<file path="config.mk">
export PLATFORM = sky130hd
export DESIGN_NAME = serial_adder
export DESIGN_NICKNAME = d
export VERILOG_FILES = /design/src/rtl/serial_adder.sv
export SDC_FILE = /design/constraint.sdc
export NUM_CORES = 1
export LEC_CHECK = 0
export BUFFER_PORTS_ARGS = -buffer_cell sky130_fd_sc_hd__buf_2
export CORE_MARGIN = 3
export CORE_UTILIZATION = 55
export CTS_CLUSTER_SIZE = 30
export DETAILED_ROUTE_END_ITERATION = 10
export GPL_ROUTABILITY_DRIVEN = 0
export PLACE_DENSITY = 0.78
export REMOVE_ABC_BUFFERS = 1
export SLEW_MARGIN = 15
export SYNTH_ARGS = -nofsm -noshare
export SYNTH_HDL_FRONTEND = slang
export SYNTH_SLANG_ARGS = --single-unit
</file>
<file path="constraint.sdc">
create_clock -name clk -period 1.9 [get_ports clk]
set_input_delay 0.19 -clock clk [delete_from_list [all_inputs] [get_ports clk]]
set_output_delay 0.19 -clock clk [all_outputs]
set_load 0.02 [all_outputs]
</file>
<file path="src/rtl/serial_adder.sv">
// serial_adder: digit-serial adder. Adds two WIDTH-bit operands plus a
// carry-in, DIGIT_W bits per clock with the least significant digit first.
// A single DIGIT_W-bit adder slice and a registered carry do the work.
// A start/busy/done handshake controls it. The sum, carry-out and signed
// overflow registers update only when the last digit completes.
module serial_adder #(
  parameter int WIDTH   = 16,
  parameter int DIGIT_W = 1
) (
  input  logic             clk,
  input  logic             rst_n,
  input  logic             start,
  input  logic [WIDTH-1:0] a,
  input  logic [WIDTH-1:0] b,
  input  logic             c_in,
  output logic             busy,
  output logic             done,
  output logic [WIDTH-1:0] sum,
  output logic             c_out,
  output logic             overflow
);

  localparam int NUM_DIGITS = WIDTH / DIGIT_W;
  localparam int CNT_W      = (NUM_DIGITS > 1) ? $clog2(NUM_DIGITS) : 1;
  localparam logic [CNT_W-1:0] LAST_DIGIT = CNT_W'(NUM_DIGITS - 1);

  // Reject parameter sets that cannot be split into whole digits.
  generate
    if (WIDTH < 1 || DIGIT_W < 1 || (WIDTH % DIGIT_W) != 0) begin : g_param_check
      $error("serial_adder: WIDTH must be >= 1 and an integer multiple of DIGIT_W");
    end
  endgenerate

  typedef enum logic [1:0] {
    S_IDLE = 2'd0,
    S_RUN  = 2'd1,
    S_DONE = 2'd2
  } state_e;

  state_e           state_q, state_d;
  logic [WIDTH-1:0] a_sr_q, a_sr_d;
  logic [WIDTH-1:0] b_sr_q, b_sr_d;
  logic [WIDTH-1:0] psum_q, psum_d;
  logic             carry_q, carry_d;
  logic [CNT_W-1:0] cnt_q, cnt_d;
  logic             a_msb_q, a_msb_d;
  logic             b_msb_q, b_msb_d;
  logic [WIDTH-1:0] sum_q, sum_d;
  logic             c_out_q, c_out_d;
  logic             ovf_q, ovf_d;

  logic [DIGIT_W:0]         slice_res;
  logic [WIDTH+DIGIT_W-1:0] psum_ext;
  logic [WIDTH-1:0]         psum_shift;

  // Adder slice: low digit of each operand plus the running carry.
  always_comb begin
    slice_res = {1'b0, a_sr_q[DIGIT_W-1:0]}
              + {1'b0, b_sr_q[DIGIT_W-1:0]}
              + {{DIGIT_W{1'b0}}, carry_q};
  end

  // New digit enters the partial sum from the MSB end. The widened
  // concatenation avoids a zero-width slice when WIDTH == DIGIT_W.
  always_comb begin
    psum_ext   = {slice_res[DIGIT_W-1:0], psum_q};
    psum_shift = psum_ext[WIDTH+DIGIT_W-1:DIGIT_W];
  end

  // Next-state, datapath update and handshake outputs.
  always_comb begin
    state_d = state_q;
    a_sr_d  = a_sr_q;
    b_sr_d  = b_sr_q;
    psum_d  = psum_q;
    carry_d = carry_q;
    cnt_d   = cnt_q;
    a_msb_d = a_msb_q;
    b_msb_d = b_msb_q;
    sum_d   = sum_q;
    c_out_d = c_out_q;
    ovf_d   = ovf_q;
    busy    = 1'b0;
    done    = 1'b0;

    case (state_q)
      S_IDLE: begin
        if (start) begin
          a_sr_d  = a;
          b_sr_d  = b;
          psum_d  = '0;
          carry_d = c_in;
          cnt_d   = '0;
          a_msb_d = a[WIDTH-1];
          b_msb_d = b[WIDTH-1];
          state_d = S_RUN;
        end
      end

      S_RUN: begin
        busy    = 1'b1;
        a_sr_d  = a_sr_q >> DIGIT_W;
        b_sr_d  = b_sr_q >> DIGIT_W;
        carry_d = slice_res[DIGIT_W];
        psum_d  = psum_shift;
        cnt_d   = cnt_q + CNT_W'(1);
        if (cnt_q == LAST_DIGIT) begin
          sum_d   = psum_shift;
          c_out_d = slice_res[DIGIT_W];
          ovf_d   = (a_msb_q == b_msb_q) && (psum_shift[WIDTH-1] != a_msb_q);
          state_d = S_DONE;
        end
      end

      S_DONE: begin
        done = 1'b1;
        if (start) begin
          a_sr_d  = a;
          b_sr_d  = b;
          psum_d  = '0;
          carry_d = c_in;
          cnt_d   = '0;
          a_msb_d = a[WIDTH-1];
          b_msb_d = b[WIDTH-1];
          state_d = S_RUN;
        end else begin
          state_d = S_IDLE;
        end
      end

      default: begin
        state_d = S_IDLE;
      end
    endcase
  end

  // State and datapath registers with asynchronous active-low clear.
  always_ff @(posedge clk or negedge rst_n) begin
    if (!rst_n) begin
      state_q <= S_IDLE;
      a_sr_q  <= '0;
      b_sr_q  <= '0;
      psum_q  <= '0;
      carry_q <= 1'b0;
      cnt_q   <= '0;
      a_msb_q <= 1'b0;
      b_msb_q <= 1'b0;
      sum_q   <= '0;
      c_out_q <= 1'b0;
      ovf_q   <= 1'b0;
    end else begin
      state_q <= state_d;
      a_sr_q  <= a_sr_d;
      b_sr_q  <= b_sr_d;
      psum_q  <= psum_d;
      carry_q <= carry_d;
      cnt_q   <= cnt_d;
      a_msb_q <= a_msb_d;
      b_msb_q <= b_msb_d;
      sum_q   <= sum_d;
      c_out_q <= c_out_d;
      ovf_q   <= ovf_d;
    end
  end

  assign sum      = sum_q;
  assign c_out    = c_out_q;
  assign overflow = ovf_q;

endmodule

</file>
==> impl_metrics.yaml <==
clock_tree:
  cts_resized: 0
  cts_root_buf: "clkbuf_8"
  cts_inserted_buffers: 9
  post_cts_buffers: 0
  htreeDepth: 3
  clk_path_buf_depth: 2
  clk_pin_slew_ns: 0.07
  cts_tree: "yes"
  insertion_delay_ns: 0.33
  cts_num_sinks: 74
sta:
  rsz0062_at_grt: "false"
  period_share_pct: 93.4
  setup_ws_ns: 0.125
  final.setup_skew_ns: 0.00779
  finalMaxSlewViolations: 0
  hold_ws_ns: 0.0666
  setup_viol: 0
  worst_slew_pin_slew_ns: 0.678
  hold_viol: 0
  fin_crit_ns: 1.77
  max_clock_freq_ghz: 0.563
  max-slew-margin-rel_pct: 54.8
  setup_tns_ns: 0
detailed_routing:
  firstDrtPassIters: 5
  drt_wl_total_um: 6300
  drc: 0
  routedWlPerCell_um: 16.1
  vias: 2191
  viasPerCell: 5.59
  postRouteAntennaNets: 0
  drtIter0Drc: 176
setup_path:
  startpoint_type: "register"
  setup.worst_path.class: "register to output port"
  crit_fanout: 21
  reg2reg_from: "b_sr_q[0]"
  critPathLaunch: "state_q[1]"
  cp.arrival_ns: 1.58
  cp-end-kind: "output port"
  required_ns: 1.71
hold_path:
  hold_start: "a[15]"
  worstHoldPathType: "primary input to register"
yosys:
  ys_types: 29
  synth_cells: 257
  syn_area_sq_um: 3240
  synth_edf_count: 0
  syn-mean-instance-area_sq_um: 12.6
  ys_warn_count: 0
  synth_ff_type: "dfrtp_1"
  ys_seq_area_share_pct: 57.1
  ys_ff_latch: 74
  synthArstFlopShare_pct: 100
floorplanning:
  rows: 27
  die_y_um: 82.8
  io_pins: 56
  dieArea_sq_um: 6850
  initial_core_util_pct: 57.8
  core_sq_um: 5610
  dieWidth_um: 82.8
finish:
  seqCellArea_sq_um: 1850
  fin_nets: 353
  drive_gt1_share_pct: 33.1
  n_antenna_cell: 0
  area_delta_synth_final_pct: 16.9
  fillers: 458
  multi_input_comb_area_sq_um: 1230
  final_cell_area_sq_um: 3790
flow_run:
  cap_violations: 0
grt:
  grt_pass1_vias: 2125
  grt_overflow_total: 0
  grt_pass1_wl_um: 10100
  track_usage_pct: 19.9
  grt_antenna_before_repair: 0
  grt_max_degree: 57
placement:
  portBuffers: 55
  dp_hpwl_um: 4170
  dp_slack_ns: 0.296
  placed_cell_area_sq_um: 3550
status:
  status: "finished, final reports clean"
power_and_ir_drop:
  p_leak_nw: 1.94
  p_per_area_nw_per_um2: 1790
  p_total_w: 0.00677
  ir_worst_vdd_v: 0.000766
-- Yosys cell counts (2+ instances only) --
cell / instances / share of area [%]
dfrtp_1: 74 / 57
mux2i_1: 33 / 10
nand3_1: 33 / 5.1
o21ai_0: 27 / 4.2
a22o_1: 18 / 4.9
buf_2: 11 / 1.7
nand2_1: 10 / 1.2
mux2_4: 9 / 4.2
mux2_2: 8 / 2.8
o21ai_1: 6 / 0.93
buf_6: 4 / 1.4
inv_1: 4 / 0.46
buf_4: 2 / 0.46
clkbuf_2: 2 / 0.31
nor2b_1: 2 / 0.39
-- critical path, cell delays in order, from the launching register on --
cell and delay [ns]:
dfrtp_1 0.38, nand2b_4 0.27, inv_2 0.14, buf_4 0.25
buf_2 0.21
-- flip-flops by register name (all words and copies together), names as in the netlist --
register	count
sum	16
carry_q	1
psum_q	15
a_sr_q	16
overflow	1
cnt_q	4
a_msb_q	1
c_out	1
b_sr_q	16
b_msb_q	1
state_q	2
-- stage by stage --
step	util [%]	instances
after CTS	67.6	392
after floorplan	-	237
after global routing	67.6	392
final	67.6	392
after detailed placement	63.3	375
after global placement	63.3	375
-- area by class of cell --
cell class                      count  share of cell area [%]
Clock buffer                       10                    3.63
Clock inverter                      6                    2.38
Inverter                            5                   0.495
Multi-Input combinational cell    158                    32.5
Sequential cell                    74                    48.9
Tap cell                           72                    2.38
Timing Repair Buffer               67                    9.77
-- path summary, 6_finish.rpt --
kind	slack, ns	to	depth (start not counted)
worst max-delay path	0.13	busy	4
worst min-delay path	0.07	a_msb_q	3
worst max register to register	0.28	overflow	5
worst min register to register	0.50	b_sr_q[3]	2
max in group asynchronous	0.82	b_sr_q[12]	3
min in group asynchronous	0.44	sum[8]	2
-- timing repair --
action | CTS | global route
setup endpoints to repair | 0 | 0
hold buffers | 1 | 0
endpoints found under the hold margin | 54 | 0
-- cells by family (layout without fill, tap and decap cells) --
| kind of cell | after synthesis | in the layout | synth area share (%) |
|---|---|---|---|
| fa+ha+maj | 2 | 2 | 1.00 |
| buf+inv | 25 | 88 | 4.90 |
| mux | 50 | 50 | 17.1 |
| flops | 74 | 74 | 57.1 |
| simple gates | 53 | 53 | 9.34 |
| compound gates | 53 | 53 | 10.5 |
-- routing by layer --
layer | GRT usage, % | routed length [um]
met1 | 27.6 | 2880
met2 | 30.6 | 3070
met3 | 3.47 | 242
met4 | 9.48 | 108
met5 | 0 | 0
-- placed cells by master (no fill, tap or decap), types with 2 or more instances in the layout --
master     instances
mux2i_1           33
nor2b_1            2
inv_1              4
dfrtp_1           73
clkinv_4           2
clkbuf_8          10
buf_2             54
nand2_1           10
buf_4             12
o21ai_0           27
nand3_1           33
mux2_4             9
a22o_1            18
mux2_2             8
bufinv_16          2
o21ai_1            6
-- report_power, final --
group          switching [W]  internal (W)
sequential          0.000458       0.00229
clock               0.000578      0.000777
combinational        0.00148       0.00119
Power figures use the tool's default switching activity.
